File: config.mk
export PLATFORM = sky130hd
export DESIGN_NAME = jtag_ir_ctrl
export DESIGN_NICKNAME = d
export VERILOG_FILES = /design/src/rtl/jtag_ir_pkg.sv /design/src/rtl/jtag_ir_decoder.sv /design/src/rtl/jtag_ir_ctrl.sv
export SDC_FILE = /design/constraint.sdc
export NUM_CORES = 1
export LEC_CHECK = 0
export BUFFER_PORTS_ARGS = -buffer_cell sky130_fd_sc_hd__buf_2
export CAP_MARGIN = 10
export CORE_MARGIN = 5
export CORE_UTILIZATION = 47
export DETAILED_ROUTE_END_ITERATION = 8
export PLACE_DENSITY = 0.74
export SYNTH_ARGS = -nofsm -noshare
export SYNTH_HDL_FRONTEND = slang
export SYNTH_SLANG_ARGS = --single-unit
File: constraint.sdc
create_clock -name tck -period 1.45 [get_ports tck]
set_clock_uncertainty 0.1 [all_clocks]
set_input_delay 0 -clock tck [delete_from_list [all_inputs] [get_ports tck]]
set_output_delay 0 -clock tck [all_outputs]
set_load 0.01 [all_outputs]
File: src/rtl/jtag_ir_pkg.sv
// Shared definitions for the JTAG instruction register: TDR select bit
// indices, the select vector type, the IEEE capture pattern and the
// default opcode values.
package jtag_ir_pkg;

   // Bit positions inside the one-hot TDR select vector.
   localparam int SEL_BYPASS   = 0;
   localparam int SEL_IDCODE   = 1;
   localparam int SEL_USERCODE = 2;
   localparam int SEL_SAMPLE   = 3;
   localparam int SEL_EXTEST   = 4;
   localparam int SEL_INTEST   = 5;
   localparam int SEL_CLAMP    = 6;
   localparam int SEL_HIGHZ    = 7;
   localparam int SEL_PRIV     = 8;
   localparam int SEL_W        = 9;

   typedef logic [SEL_W-1:0] sel_t;

   // IEEE 1149.1 requires the two LSBs of the IR capture value to be 01.
   localparam logic [1:0] CAPTURE_LSB = 2'b01;

   // Default opcode values; the top casts them down to IR_WIDTH.
   localparam int DEF_OP_EXTEST   = 'h00;
   localparam int DEF_OP_IDCODE   = 'h01;
   localparam int DEF_OP_SAMPLE   = 'h02;
   localparam int DEF_OP_USERCODE = 'h03;
   localparam int DEF_OP_CLAMP    = 'h04;
   localparam int DEF_OP_HIGHZ    = 'h05;
   localparam int DEF_OP_INTEST   = 'h06;
   localparam int DEF_OP_PRIV     = 'h18;

   // One-hot select vector with only bit idx set.
   function automatic sel_t sel_onehot(input int idx);
      sel_t s;
      s = '0;
      s[idx] = 1'b1;
      return s;
   endfunction

endpackage

File: src/rtl/jtag_ir_decoder.sv
// Pure opcode-to-TDR-select decode. Unknown opcodes (and all-ones BYPASS)
// fall through to the bypass select; the if/else chain guarantees the
// result is exactly one-hot even if two opcode parameters collide.
module jtag_ir_decoder
   import jtag_ir_pkg::*;
#(
   parameter int                  IR_WIDTH    = 5,
   parameter logic [IR_WIDTH-1:0] OP_EXTEST   = IR_WIDTH'(DEF_OP_EXTEST),
   parameter logic [IR_WIDTH-1:0] OP_IDCODE   = IR_WIDTH'(DEF_OP_IDCODE),
   parameter logic [IR_WIDTH-1:0] OP_SAMPLE   = IR_WIDTH'(DEF_OP_SAMPLE),
   parameter logic [IR_WIDTH-1:0] OP_USERCODE = IR_WIDTH'(DEF_OP_USERCODE),
   parameter logic [IR_WIDTH-1:0] OP_CLAMP    = IR_WIDTH'(DEF_OP_CLAMP),
   parameter logic [IR_WIDTH-1:0] OP_HIGHZ    = IR_WIDTH'(DEF_OP_HIGHZ),
   parameter logic [IR_WIDTH-1:0] OP_INTEST   = IR_WIDTH'(DEF_OP_INTEST),
   parameter logic [IR_WIDTH-1:0] OP_PRIV     = IR_WIDTH'(DEF_OP_PRIV)
) (
   input  logic [IR_WIDTH-1:0] op_i,
   output sel_t                sel_o,
   output logic                bsr_select_o
);

   // Priority decode of the opcode into a single select bit.
   always_comb begin
      if (op_i == '1)                sel_o = sel_onehot(SEL_BYPASS);
      else if (op_i == OP_IDCODE)    sel_o = sel_onehot(SEL_IDCODE);
      else if (op_i == OP_USERCODE)  sel_o = sel_onehot(SEL_USERCODE);
      else if (op_i == OP_SAMPLE)    sel_o = sel_onehot(SEL_SAMPLE);
      else if (op_i == OP_EXTEST)    sel_o = sel_onehot(SEL_EXTEST);
      else if (op_i == OP_INTEST)    sel_o = sel_onehot(SEL_INTEST);
      else if (op_i == OP_CLAMP)     sel_o = sel_onehot(SEL_CLAMP);
      else if (op_i == OP_HIGHZ)     sel_o = sel_onehot(SEL_HIGHZ);
      else if (op_i == OP_PRIV)      sel_o = sel_onehot(SEL_PRIV);
      else                           sel_o = sel_onehot(SEL_BYPASS);
   end

   assign bsr_select_o = sel_o[SEL_SAMPLE] | sel_o[SEL_EXTEST] | sel_o[SEL_INTEST];

endmodule

File: src/rtl/jtag_ir_ctrl.sv
// JTAG instruction register with shift-length checking, status capture and
// a registered one-hot TDR select.
// Optional build macro JTAG_IR_PRIV_LOCK_EN adds priv_lock/priv_viol: a
// locked commit of the private opcode is forced to BYPASS and flagged.
//
// Strobe semantics: capture_ir, shift_ir and update_ir are level qualifiers
// sampled on each rising tck edge; each high cycle is one action. When
// several are high together the priority is reset > tlr > capture > shift >
// update and the lower ones are dropped for that edge. There is no
// back-pressure: every sampled strobe is acted on.
module jtag_ir_ctrl
   import jtag_ir_pkg::*;
#(
   parameter int                  IR_WIDTH    = 5,
   parameter logic [IR_WIDTH-1:0] OP_EXTEST   = IR_WIDTH'(DEF_OP_EXTEST),
   parameter logic [IR_WIDTH-1:0] OP_IDCODE   = IR_WIDTH'(DEF_OP_IDCODE),
   parameter logic [IR_WIDTH-1:0] OP_SAMPLE   = IR_WIDTH'(DEF_OP_SAMPLE),
   parameter logic [IR_WIDTH-1:0] OP_USERCODE = IR_WIDTH'(DEF_OP_USERCODE),
   parameter logic [IR_WIDTH-1:0] OP_CLAMP    = IR_WIDTH'(DEF_OP_CLAMP),
   parameter logic [IR_WIDTH-1:0] OP_HIGHZ    = IR_WIDTH'(DEF_OP_HIGHZ),
   parameter logic [IR_WIDTH-1:0] OP_INTEST   = IR_WIDTH'(DEF_OP_INTEST),
   parameter logic [IR_WIDTH-1:0] OP_PRIV     = IR_WIDTH'(DEF_OP_PRIV)
) (
   input  logic                tck,
   input  logic                reset,
   input  logic                tlr,
   input  logic                capture_ir,
   input  logic                shift_ir,
   input  logic                update_ir,
   input  logic                tdi,
   output logic                tdo,
   input  logic [IR_WIDTH-3:0] status_in,
`ifdef JTAG_IR_PRIV_LOCK_EN
   input  logic                priv_lock,
   output logic                priv_viol,
`endif
   output logic [IR_WIDTH-1:0] instruction,
   output sel_t                sel,
   output logic                bsr_select,
   output logic                instr_changed,
   output logic                len_err
);

   localparam int CW = $clog2(IR_WIDTH + 1);
   localparam logic [CW-1:0] CNT_FULL = CW'(IR_WIDTH);

   logic [IR_WIDTH-1:0] shift_q, shift_d;
   logic [IR_WIDTH-1:0] instr_q, instr_d;
   logic [CW-1:0]       cnt_q, cnt_d;
   logic                len_err_q, len_err_d;
   logic                chg_q, chg_d;
   logic                viol_q, viol_d;
   logic [IR_WIDTH-3:0] cap_status;
   sel_t                dec_sel;
   logic                dec_bsr;

   // Decode the next instruction so sel moves on the same edge as instruction.
   jtag_ir_decoder #(
      .IR_WIDTH   (IR_WIDTH),
      .OP_EXTEST  (OP_EXTEST),
      .OP_IDCODE  (OP_IDCODE),
      .OP_SAMPLE  (OP_SAMPLE),
      .OP_USERCODE(OP_USERCODE),
      .OP_CLAMP   (OP_CLAMP),
      .OP_HIGHZ   (OP_HIGHZ),
      .OP_INTEST  (OP_INTEST),
      .OP_PRIV    (OP_PRIV)
   ) u_dec (
      .op_i        (instr_d),
      .sel_o       (dec_sel),
      .bsr_select_o(dec_bsr)
   );

   // Capture value: device status, with bit 0 replaced by the violation flag when locking is built in.
   always_comb begin
      cap_status = status_in;
`ifdef JTAG_IR_PRIV_LOCK_EN
      cap_status[0] = viol_q;
`endif
   end

   // Next-state for the shift register, count, instruction and flags (tlr > capture > shift > update).
   always_comb begin
      shift_d   = shift_q;
      cnt_d     = cnt_q;
      instr_d   = instr_q;
      len_err_d = len_err_q;
      chg_d     = 1'b0;
      viol_d    = viol_q;
      if (reset || tlr) begin
         shift_d   = OP_IDCODE;
         cnt_d     = '0;
         instr_d   = OP_IDCODE;
         len_err_d = 1'b0;
         viol_d    = 1'b0;
      end else if (capture_ir) begin
         shift_d = {cap_status, CAPTURE_LSB};
         cnt_d   = '0;
      end else if (shift_ir) begin
         shift_d = {tdi, shift_q[IR_WIDTH-1:1]};
         if (cnt_q != CNT_FULL) cnt_d = cnt_q + CW'(1);
      end else if (update_ir) begin
         if (cnt_q == CNT_FULL) begin
`ifdef JTAG_IR_PRIV_LOCK_EN
            if ((shift_q == OP_PRIV) && priv_lock) begin
               instr_d = '1;
               viol_d  = 1'b1;
            end else begin
               instr_d = shift_q;
               if (shift_q != OP_PRIV) viol_d = 1'b0;
            end
`else
            instr_d = shift_q;
`endif
            len_err_d = 1'b0;
            chg_d     = (instr_d != instr_q);
         end else begin
            len_err_d = 1'b1;
         end
      end
   end

   // State registers with synchronous reset; select is registered from the decoded next instruction.
   always_ff @(posedge tck) begin
      if (reset) begin
         shift_q   <= OP_IDCODE;
         cnt_q     <= '0;
         instr_q   <= OP_IDCODE;
         len_err_q <= 1'b0;
         chg_q     <= 1'b0;
         viol_q    <= 1'b0;
         sel       <= sel_onehot(SEL_IDCODE);
         bsr_select <= 1'b0;
      end else begin
         shift_q   <= shift_d;
         cnt_q     <= cnt_d;
         instr_q   <= instr_d;
         len_err_q <= len_err_d;
         chg_q     <= chg_d;
         viol_q    <= viol_d;
         sel       <= dec_sel;
         bsr_select <= dec_bsr;
      end
   end

   assign tdo           = shift_q[0];
   assign instruction   = instr_q;
   assign instr_changed = chg_q;
   assign len_err       = len_err_q;
`ifdef JTAG_IR_PRIV_LOCK_EN
   assign priv_viol     = viol_q;
`else
   // Violation tracking has no observer without the lock feature.
   logic unused_viol;
   assign unused_viol = viol_q;
`endif

endmodule

==> impl_metrics.json <==
{
  "slowest_stage": "dfxtp_2",
  "finalWeightedCongestion": 0.951,
  "place_hpwl_mm": 2.11,
  "tns_ns": -0.219,
  "synth_top_area_cell": "dfxtp_1",
  "whs_path_depth": 4,
  "hold_class": "in2reg",
  "viasPerCell": 5.33,
  "worst_pin_slew_ns": 0.434,
  "drcViolationCount": 0,
  "fmax_mhz": 659,
  "reg2reg_from": "cnt_q[1]$_SDFFE_PP0P_",
  "clock_sinks": 25,
  "violations": "setup timing",
  "critPathLaunch": "cnt_q[1]$_SDFFE_PP0P_",
  "synth_top_family_by_area": "simple AND/OR/NAND/NOR gates",
  "syn-num-nets": 142,
  "period_share": 1.05,
  "cts_tree": "built",
  "finalCoreUtilization": 0.726,
  "start_util": 0.485,
  "power_frac_clock": 0.275,
  "multi_input_area_sq_um": 769,
  "grt_max_degree": 14,
  "drive_gt1_frac": 0.435,
  "dr_total_vias": 1141,
  "reg2regPathDepth": 8,
  "antenna_found_initial": 0,
  "final_common_cell": "buf_2",
  "combinationalPowerShare": 0.109,
  "power.internal_uw": 863,
  "pre_cts_ws_ns": -0.0982,
  "p_leak_uw": 0.000734,
  "setup_violations": 8,
  "start_kind": "flip-flop",
  "p_switching_uw": 275,
  "yosys_register_bits": 25,
  "final_cell_mix": "27 x buf_2, 23 x dfxtp_1, 15 x buf_4, 14 x nor2_1, 11 x dlygate4sd3_1",
  "synth.area.mux_share": 0.0510,
  "worstHoldStart": "shift_ir",
  "dr.pass1.iters": 4,
  "io_buffers": 27,
  "htree_levels": 1,
  "path_cells": "inv_2 -> ha_4 -> buf_4 -> nand2_4 -> buf_6 -> nor3_2 -> a41oi_2 -> o22ai_1",
  "clk_pin_slew_ns": 0.13,
  "cp_max_fo": 6,
  "die_x_um": 60.1,
  "slew-limit-headroom": 0.711,
  "synthTopCellsByArea": "dfxtp_1 42%, mux2i_1 5.1%, nor2_1 4.5%, nor3_1 4.2%, a21oi_1 3.8%",
  "rsz0062_at_grt": "true",
  "fp-row-count": 18,
  "wl_per_cell_um": 15.1,
  "path_delay_family": "flip-flops",
  "cts_made_buffers": 3,
  "synth-xor-area-share": 0.0446,
  "synth-compound-area-share": 0.138,
  "grt_first_pass_wirelength_mm": 4.96,
  "crit_cells": 8,
  "fillers": 171,
  "clock_path_buffers": 2,
  "p_per_area_mw_per_mm2": 644,
  "path_buf_inv": 3,
  "drv_slew": 0,
  "totalWireLength_mm": 3.22,
  "diodes": 0,
  "seq_area_sq_um": 503,
  "cts-root-buf": "clkbuf_4",
  "finish.net_count": 197,
  "yosys_warnings": 0,
  "end_kind": "flip-flop",
  "die_h_um": 60.1,
  "ys_seq_area_frac": 0.425,
  "p_total_uw": 1140,
  "p_sw_frac": 0.242,
  "synthAdderAreaFrac": 0.0212,
  "worstPathRequired_ns": 1.60,
  "drv_cap": 0,
  "finalHoldViolations": 0,
  "max_stage_delay_ns": 0.35,
  "fin_ws_ns": -0.0672,
  "syn_inst": 130,
  "ant_nets": 0,
  "drt_iter0_drc": 32,
  "placed_cells": 196,
  "crit_type": "reg2reg",
  "grt_pass1_vias": 1061,
  "ir_worst_vdd_uv": 603,
  "worstPathArrival_ns": 1.66,
  "yosys.cell_types.count": 38,
  "clk_latency_ns": 0.32,
  "area_growth_pct": 49.9,
  "yosys.area_share.simple": 0.270,
  "core_area_sq_mm": 0.00243,
  "grt_overflow": 0,
  "groute.usage.overall": 0.184,
  "status": "finished, violations left",
  "synth_area_per_cell_sq_um": 9.07,
  "min_period_ns": 1.52,
  "dieArea_sq_mm": 0.00361,
  "syn_area_sq_mm": 0.00118,
  "io_pins": 28,
  "pwr-share-seq": 0.616,
  "final_cells": 214,
  "synth_top_area_frac": 0.425
}
==> worst register-to-register path, cell delays in order, from the launching register on <==
cell     delay, ns
dfxtp_2       0.35
inv_2         0.06
ha_4          0.12
buf_4         0.11
nand2_4       0.08
buf_6         0.15
nor3_2        0.20
a41oi_2       0.06
o22ai_1       0.22
==> power by group through the flow <==
| stage | logic [uW] | registers, uW | clock network, uW |
|---|---|---|---|
| after detailed placement | 87.0 | 715 | 0 |
| after CTS | 112 | 701 | 322 |
| final | 125 | 701 | 313 |
| after global placement | 84.2 | 715 | 0 |
| after global routing | 135 | 702 | 347 |
| after floorplan | 56.9 | 714 | 0 |
==> worst paths after layout <==
| check | endpoint | slack [ns] |
|---|---|---|
| max | sel[0]$_SDFF_PP0_ | -0.07 |
| min | instruction[1]$_SDFF_PP0_ | 0.01 |
| max reg2reg | sel[0]$_SDFF_PP0_ | -0.07 |
| min reg2reg | len_err$_SDFFE_PP0P_ | 0.45 |
==> flip-flops by register name (all words and copies together) (netlist names) <==
register,cells
shift_q,5
bsr_select,1
cnt_q,3
instr_changed,1
sel,9
len_err,1
instruction,5
==> kinds of logic (layout without fill, tap and decap cells) <==
kind of cell             count (synthesis)  after routing
AND/OR/NAND/NOR                         57             57
XOR/XNOR                                 6              6
buffers and inverters                   10             64
multiplexers                             6              6
adder cells (fa/ha/maj)                  2              2
flip-flops                              25             25
AO/OA/AOI/OAI                           24             24
==> per-stage QoR <==
| step | hold WS (ns) | cell area [sq um] |
|---|---|---|
| 2_1_floorplan | 0.0427 | 1210 |
| 3_5_place_dp | 0.138 | 1460 |
| 5_1_grt | 0.0263 | 1770 |
| 6_report | 0.0110 | 1770 |
| 4_1_cts | 0.0120 | 1630 |
| 3_3_place_gp | 0.138 | 1460 |
==> cell usage after synthesis <==
cell type  count
a311oi_1       2
buf_6          2
xnor2_1        2
a31oi_1        1
a41oi_1        2
a21oi_1        9
inv_1          2
dfxtp_1       25
buf_2          3
a2111oi_0      1
and2_1         2
nor4_1         2
mux2i_1        6
nor2_4         1
or3b_1         1
nor2_1        14
nor2b_1        1
nand3_1        4
o21ai_0        4
nor3b_1        1
or3_2          1
o211ai_1       1
xor2_1         4
and3_1         1
ha_1           2
buf_1          1
buf_4          1
a211o_1        1
a211oi_2       2
nor3b_2        2
clkbuf_1       1
nor4_4         1
nand2_1       11
nor3_1        10
and4b_1        1
or2_2          2
nand2b_1       2
o22ai_1        1
==> routing by layer <==
metal / vias up / routed length (um) / global-route usage
li1: 564 / - / -
met1: 532 / 1390 / 0.230
met2: 37 / 1590 / 0.312
met3: 8 / 171 / 0.0346
met4: 0 / 63 / 0.0665
met5: - / 0 / 0
==> repair_timing <==
item	CTS	global route
setup endpoints to repair	16	16
hold buffers	10	2
setup buffers	0	3
cloned	0	0
endpoints found under the hold margin	12	5
gates resized for setup	10	20
pin swaps	4	7
==> cell type report <==
cell class	count	area share
Timing Repair Buffer	58	0.239
Inverter	2	0.00425
Tap cell	30	0.0212
Clock buffer	4	0.0149
Multi-Input combinational cell	95	0.436
Sequential cell	25	0.285
(Power assumes the default switching activity.)
